**config.mk**
```make
export PLATFORM = sky130hd
export DESIGN_NAME = uart_word_rx
export DESIGN_NICKNAME = d
export VERILOG_FILES = /design/src/rtl/uart_word_rx.sv
export SDC_FILE = /design/constraint.sdc
export NUM_CORES = 1
export LEC_CHECK = 0
export ABC_AREA = 1
export CAP_MARGIN = 0
export CORE_ASPECT_RATIO = 1.5
export CORE_MARGIN = 4
export CORE_UTILIZATION = 30
export DETAILED_ROUTE_END_ITERATION = 7
export SETUP_SLACK_MARGIN = 0.1
export SLEW_MARGIN = 20
export SYNTH_ARGS = -nofsm -noshare
export SYNTH_HDL_FRONTEND = slang
export SYNTH_SLANG_ARGS = --single-unit
export TNS_END_PERCENT = 5
```
**constraint.sdc**
```tcl
create_clock -name CLK_50M -period 2.3 [get_ports CLK_50M]
set_clock_uncertainty 0.05 [all_clocks]
set_input_delay 0.345 -clock CLK_50M [delete_from_list [all_inputs] [get_ports CLK_50M]]
set_output_delay 0.345 -clock CLK_50M [all_outputs]
set_load 0.1 [all_outputs]
```
**src/rtl/uart_word_rx.sv**
```systemverilog
// uart_word_rx: 8N1 UART receive front-end that packs four bytes into a
// 32-bit word, first byte in word[31:24]. A 2-flop synchronizer feeds a
// tick-driven receive FSM. Accepted bytes shift into the word buffer until
// four are held, and then rx_full is raised. A one-cycle clear pulse empties
// the buffer and leaves any frame in flight untouched.
// Optional build macro UART_PARITY_EN selects 8E1 framing and adds the
// parity_err output.
module uart_word_rx #(
   parameter int CLK_HZ = 50000000,
   parameter int BAUD   = 9600,
   parameter int OVS    = 16
) (
   input  logic        CLK_50M,
   input  logic        reset,
   input  logic        clear,
   input  logic        rx,
   output logic        rx_full,
   output logic [31:0] word,
   output logic        byte_valid,
`ifdef UART_PARITY_EN
   output logic        parity_err,
`endif
   output logic        frame_err
);

   localparam int DIV = CLK_HZ / (BAUD * OVS);
   localparam int TW  = (DIV > 1) ? $clog2(DIV) : 1;
   localparam int SW  = $clog2(OVS + 1);

   localparam logic [TW-1:0] TICK_LAST = TW'(DIV - 1);
   localparam logic [SW-1:0] MID_LAST  = SW'(OVS / 2 - 1);
   localparam logic [SW-1:0] BIT_LAST  = SW'(OVS - 1);

   typedef enum logic [2:0] {
      IDLE   = 3'd0,
      START  = 3'd1,
      DATA   = 3'd2,
      STOP   = 3'd3,
      PARITY = 3'd4
   } state_t;

   state_t          state;
   logic [1:0]      rx_sync;
   logic            rx_prev;
   logic            rx_s;
   logic            rx_fall;
   logic [TW-1:0]   tick_cnt;
   logic            tick;
   logic [SW-1:0]   smp_cnt;
   logic [2:0]      bit_idx;
   logic [7:0]      shreg;
   logic [2:0]      cnt;
   logic            stop_smp;
   logic            par_bad;
   logic            byte_ok;
`ifdef UART_PARITY_EN
   logic            par_bit;
`endif

   assign rx_s     = rx_sync[1];
   assign rx_fall  = rx_prev & ~rx_s;
   assign tick     = (tick_cnt == TICK_LAST);
   // The stop bit is sampled on this cycle; buffer acceptance keys off it.
   assign stop_smp = (state == STOP) && tick && (smp_cnt == BIT_LAST);
`ifdef UART_PARITY_EN
   assign par_bad  = ^{shreg, par_bit};
`else
   assign par_bad  = 1'b0;
`endif
   assign byte_ok  = rx_s & ~par_bad;

   // Two-flop synchronizer plus one delayed copy for falling-edge detection.
   always_ff @(posedge CLK_50M or negedge reset) begin
      if (!reset) begin
         rx_sync <= 2'b11;
         rx_prev <= 1'b1;
      end else begin
         rx_sync <= {rx_sync[0], rx};
         rx_prev <= rx_sync[1];
      end
   end

   // Free-running oversample divider, one-cycle tick every DIV clocks.
   always_ff @(posedge CLK_50M or negedge reset) begin
      if (!reset)
         tick_cnt <= '0;
      else if (tick)
         tick_cnt <= '0;
      else
         tick_cnt <= tick_cnt + 1'b1;
   end

   // Receive FSM: start validation, mid-bit data sampling, stop/parity checks.
   always_ff @(posedge CLK_50M or negedge reset) begin
      if (!reset) begin
         state     <= IDLE;
         smp_cnt   <= '0;
         bit_idx   <= '0;
         shreg     <= '0;
         frame_err <= 1'b0;
`ifdef UART_PARITY_EN
         par_bit    <= 1'b0;
         parity_err <= 1'b0;
`endif
      end else begin
         frame_err <= 1'b0;
`ifdef UART_PARITY_EN
         parity_err <= 1'b0;
`endif
         case (state)
            IDLE: begin
               if (rx_fall) begin
                  state   <= START;
                  smp_cnt <= '0;
               end
            end
            START: begin
               if (tick) begin
                  if (smp_cnt == MID_LAST) begin
                     smp_cnt <= '0;
                     bit_idx <= '0;
                     // A line that is high again at mid-start is a glitch.
                     state   <= rx_s ? IDLE : DATA;
                  end else begin
                     smp_cnt <= smp_cnt + 1'b1;
                  end
               end
            end
            DATA: begin
               if (tick) begin
                  if (smp_cnt == BIT_LAST) begin
                     smp_cnt        <= '0;
                     shreg[bit_idx] <= rx_s;
                     if (bit_idx == 3'd7) begin
`ifdef UART_PARITY_EN
                        state <= PARITY;
`else
                        state <= STOP;
`endif
                     end else begin
                        bit_idx <= bit_idx + 1'b1;
                     end
                  end else begin
                     smp_cnt <= smp_cnt + 1'b1;
                  end
               end
            end
`ifdef UART_PARITY_EN
            PARITY: begin
               if (tick) begin
                  if (smp_cnt == BIT_LAST) begin
                     smp_cnt <= '0;
                     par_bit <= rx_s;
                     state   <= STOP;
                  end else begin
                     smp_cnt <= smp_cnt + 1'b1;
                  end
               end
            end
`endif
            STOP: begin
               if (tick) begin
                  if (smp_cnt == BIT_LAST) begin
                     // Back to IDLE immediately so a following start edge
                     // half a bit later is not missed.
                     smp_cnt   <= '0;
                     state     <= IDLE;
                     frame_err <= ~rx_s;
`ifdef UART_PARITY_EN
                     parity_err <= par_bad;
`endif
                  end else begin
                     smp_cnt <= smp_cnt + 1'b1;
                  end
               end
            end
            default: state <= IDLE;
         endcase
      end
   end

   // Word buffer: clear has priority, and good bytes are dropped once full.
   always_ff @(posedge CLK_50M or negedge reset) begin
      if (!reset) begin
         word       <= '0;
         cnt        <= '0;
         rx_full    <= 1'b0;
         byte_valid <= 1'b0;
      end else begin
         byte_valid <= 1'b0;
         if (clear) begin
            word    <= '0;
            cnt     <= '0;
            rx_full <= 1'b0;
         end else if (stop_smp && byte_ok && (cnt < 3'd4)) begin
            word       <= {word[23:0], shreg};
            cnt        <= cnt + 1'b1;
            rx_full    <= (cnt == 3'd3);
            byte_valid <= 1'b1;
         end
      end
   end

endmodule

```
==> impl_metrics.prom <==
# TYPE chip_impl_metric gauge
chip_impl_metric{name="synthesis.yosys.warnings",unit=""} 0
chip_impl_metric{name="ctsResizeCount",unit=""} 0
chip_impl_metric{name="post_cts_hold_buffer_count",unit=""} 0
chip_impl_metric{name="hold_violations",unit=""} 17
chip_impl_metric{name="design.die.area",unit="um^2"} 13000
chip_impl_metric{name="synth_seq_cells",unit=""} 68
chip_impl_metric{name="postRouteWirelength",unit="um"} 7440
chip_impl_info{name="setup.worst_path.start_class",value="flop"} 1
chip_impl_metric{name="number_of_global_route_vias_before_repair",unit=""} 2553
chip_impl_metric{name="core-area",unit="um^2"} 11000
chip_impl_metric{name="post_synth_inst_count",unit=""} 389
chip_impl_metric{name="final_max_slew_viol_count",unit=""} 0
chip_impl_metric{name="seq_power_share",unit=""} 0.399
chip_impl_metric{name="drive_above_1_share",unit=""} 0.194
chip_impl_metric{name="timing.hold.ws",unit="ps"} -17.1
chip_impl_metric{name="grt_first_pass_wirelength",unit="um"} 11600
chip_impl_metric{name="setup_tns_final",unit="ps"} 0
chip_impl_metric{name="synth_async_sr_flop_share",unit=""} 1.00
chip_impl_metric{name="worst_ir_drop_vdd",unit="uV"} 344
chip_impl_metric{name="boundaryPins",unit=""} 39
chip_impl_metric{name="grt_util_all_layers",unit=""} 0.112
chip_impl_metric{name="via_count",unit=""} 2749
chip_impl_metric{name="seq_area_frac_synth",unit=""} 0.508
chip_impl_info{name="hold_path_class",value="in2async"} 1
chip_impl_metric{name="cts_num_sinks",unit=""} 68
chip_impl_metric{name="final.setup.worst_slack",unit="ps"} 270
chip_impl_metric{name="cell_internal_power_dissipation",unit="mW"} 2.36
chip_impl_metric{name="timing_worst_slew_pin_value",unit="ps"} 415
chip_impl_metric{name="sw_frac_of_total",unit=""} 0.252
chip_impl_metric{name="synth-edff-count",unit=""} 0
chip_impl_metric{name="synthesis.area",unit="um^2"} 3360
chip_impl_metric{name="max_slew_margin",unit=""} 0.721
chip_impl_metric{name="grt_overflow",unit=""} 0
chip_impl_info{name="dominantRegCellSynth",value="sky130_fd_sc_hd__dfrtp_1"} 1
chip_impl_metric{name="power.switching",unit="mW"} 0.793
chip_impl_metric{name="timing.final.setup_violations",unit=""} 0
chip_impl_metric{name="num-nets-final",unit=""} 441
chip_impl_metric{name="critical_path_arrival",unit="ps"} 2200
chip_impl_info{name="timing.critical_path.to_type",value="flop"} 1
chip_impl_metric{name="count_of_nets_left_with_antenna_violations_after_detail_routing",unit=""} 0
chip_impl_metric{name="final.fill_count",unit=""} 1090
chip_impl_metric{name="max-clock-path-buffers",unit=""} 2
chip_impl_metric{name="area_delta_synth_final",unit="%"} 23.9
chip_impl_metric{name="timing.critical_path.required",unit="ps"} 2470
chip_impl_metric{name="buffer_ports.inserted",unit=""} 38
chip_impl_metric{name="drt_pass1_iterations",unit=""} 5
chip_impl_info{name="run_status",value="finished, violations left"} 1
chip_impl_metric{name="place_hpwl",unit="um"} 4710
chip_impl_info{name="rsz0062_at_grt",value="yes"} 1
chip_impl_metric{name="combinationalPowerShare",unit=""} 0.092
chip_impl_metric{name="antenna-diode-count",unit=""} 0
chip_impl_metric{name="number_of_cts_inserted_buffers",unit=""} 9
chip_impl_metric{name="cts_post_setup_buffers_inserted",unit=""} 0
chip_impl_metric{name="gp_routability_congestion",unit=""} 0.783
chip_impl_metric{name="drc_errors",unit=""} 0
chip_impl_metric{name="worst_setup_hold_path_clk_slew",unit="ps"} 60
chip_impl_info{name="clk_root_buffer_cell",value="sky130_fd_sc_hd__clkbuf_16"} 1
chip_impl_info{name="failed_checks",value="negative hold slack"} 1
chip_impl_metric{name="cellPowerDensity",unit="nW/um^2"} 757
chip_impl_metric{name="layout_min_cycle_time",unit="ps"} 2030
chip_impl_metric{name="dr.first_iter.drc_count",unit=""} 134
chip_impl_metric{name="synth.avg_cell_area",unit="um^2"} 8.63
chip_impl_info{name="worst_setup_path_category",value="reg2reg"} 1
chip_impl_metric{name="row_count",unit=""} 47
chip_impl_metric{name="achievable-frequency",unit="GHz"} 0.492
chip_impl_metric{name="preCtsSetupSlack",unit="ps"} 228
chip_impl_metric{name="cts.htree.levels",unit=""} 3
chip_impl_metric{name="p_leak",unit="nW"} 2.18
chip_impl_metric{name="chipHeight",unit="um"} 138
chip_impl_metric{name="post_drt_wl_per_cell",unit="um"} 12.8
chip_impl_metric{name="syn-num-nets",unit=""} 402
chip_impl_info{name="cts_tree",value="done"} 1
chip_impl_metric{name="synthDistinctLibCells",unit=""} 27
chip_impl_metric{name="final_min_period_over_clock_period",unit=""} 0.883
chip_impl_metric{name="clockPowerShare",unit=""} 0.509
chip_impl_metric{name="worst_path_max_fanout",unit=""} 8
chip_impl_metric{name="clkLatencyLatePin",unit="ps"} 330
chip_impl_info{name="cp_startpoint",value="smp_cnt[0]"} 1
chip_impl_metric{name="dieWidth",unit="um"} 94.4
chip_impl_metric{name="grt_max_degree",unit=""} 69
chip_impl_metric{name="route.detailed.vias_per_inst",unit=""} 4.74
chip_impl_metric{name="grt_antenna_before_repair",unit=""} 0
chip_impl_metric{name="initial_core_util",unit=""} 0.305
chip_impl_metric{name="cap_viol_max_count",unit=""} 0
chip_impl_info{name="r2r-start",value="smp_cnt[0]"} 1
-- final cells by class --
| type | instances | area [um^2] | share of cell area |
|---|---|---|---|
| Inverter | 40 | 150 | 0.0361 |
| Multi-Input combinational cell | 265 | 1400 | 0.337 |
| Clock inverter | 7 | 123 | 0.0295 |
| Sequential cell | 68 | 1710 | 0.410 |
| Tap cell | 147 | 184 | 0.0442 |
| Timing Repair Buffer | 44 | 370 | 0.0890 |
| Clock buffer | 9 | 225 | 0.0541 |
-- state kept, by name, summed over array words and instances, names as in the netlist --
name,flops
tick_cnt,9
bit_idx,3
frame_err,1
shreg,8
state,2
rx_prev,1
rx_sync,2
byte_valid,1
rx_full,1
smp_cnt,5
cnt,3
word,32
-- logic make-up (layout without fill, tap and decap cells) --
group | count (synthesis) | in the layout | synth area share
adders and majority gates | 9 | 9 | 0.0335
AOI/OAI and AO/OA | 17 | 17 | 0.0265
and+or+nand+nor | 234 | 235 | 0.344
xor gates and xnor gates | 4 | 4 | 0.0104
buffers and inverters | 57 | 100 | 0.0775
DFF | 68 | 68 | 0.508
-- through the flow --
stage	std cells	utilization	area [um^2]	power, mW
after global routing	580	0.378	4160	3.26
after detailed placement	561	0.343	3770	1.56
after CTS	577	0.375	4120	3.17
after global placement	561	0.343	3770	1.55
final	580	0.378	4160	3.15
after floorplan	389	-	3360	1.46
-- power by group through the flow --
stage,Combinational [mW],Clock [mW],Sequential [mW]
floorplan,0.197,0,1.27
global placement,0.278,0,1.27
detailed placement,0.281,0,1.28
CTS,0.286,1.63,1.26
global route,0.330,1.67,1.26
finish,0.291,1.60,1.26
-- synth_stat cells, drive strengths merged, types with 3 or more instances --
| cell type | n | area [um^2] |
|---|---|---|
| nand2 | 103 | 387 |
| dfrtp | 65 | 1630 |
| nand3 | 51 | 298 |
| inv | 40 | 150 |
| nand4 | 39 | 259 |
| nor2 | 33 | 160 |
| o21ai | 13 | 65.1 |
| buf | 9 | 80.1 |
| ha | 9 | 113 |
| clkbuf | 8 | 30.0 |
| a21oi | 4 | 23.8 |
| nand3b | 4 | 30.0 |
| xor2 | 4 | 35.0 |
| dfstp | 3 | 78.8 |
-- critical path: stages, from the launching register on --
cell,delay [ps]
sky130_fd_sc_hd__dfrtp_1,380
sky130_fd_sc_hd__ha_1,170
sky130_fd_sc_hd__nand2_1,100
sky130_fd_sc_hd__nor2_1,150
sky130_fd_sc_hd__ha_1,360
sky130_fd_sc_hd__nand3_4,190
sky130_fd_sc_hd__nor2_2,310
sky130_fd_sc_hd__nand2_1,90
sky130_fd_sc_hd__nand2_1,70
sky130_fd_sc_hd__nand2_1,40
-- final timing paths --
path	end	slack, ps	cells after the start
hold / removal	tick_cnt[5]	-20	2
min in group CLK_50M	rx_sync[1]	310	0
setup reg to reg	shreg[1]	270	9
hold reg to reg	rx_sync[1]	310	0
max in group asynchronous	rx_sync[0]	1880	2
setup / recovery	shreg[1]	270	9
-- layer usage --
layer | routed length [um] | GRT usage
met5 | 0 | 0
met4 | 131 | 0.0458
met3 | 369 | 0.0301
met2 | 3860 | 0.197
met1 | 3080 | 0.127
-- cells in the final DEF, fill, tap and decap left out, drive strengths merged --
cell type and n:
buf 42, xor2 4, nor2 34, inv 42, bufinv 3, nand2 103, clkinvlp 2, or2 2
clkdlybuf4s50 2, dfrtp 65, nand4 39, nor3 2, nand3 51, a21oi 4, ha 9, dfstp 3
clkbuf 9, nand3b 4, o21ai 13
Power figures use the tool's default switching activity.
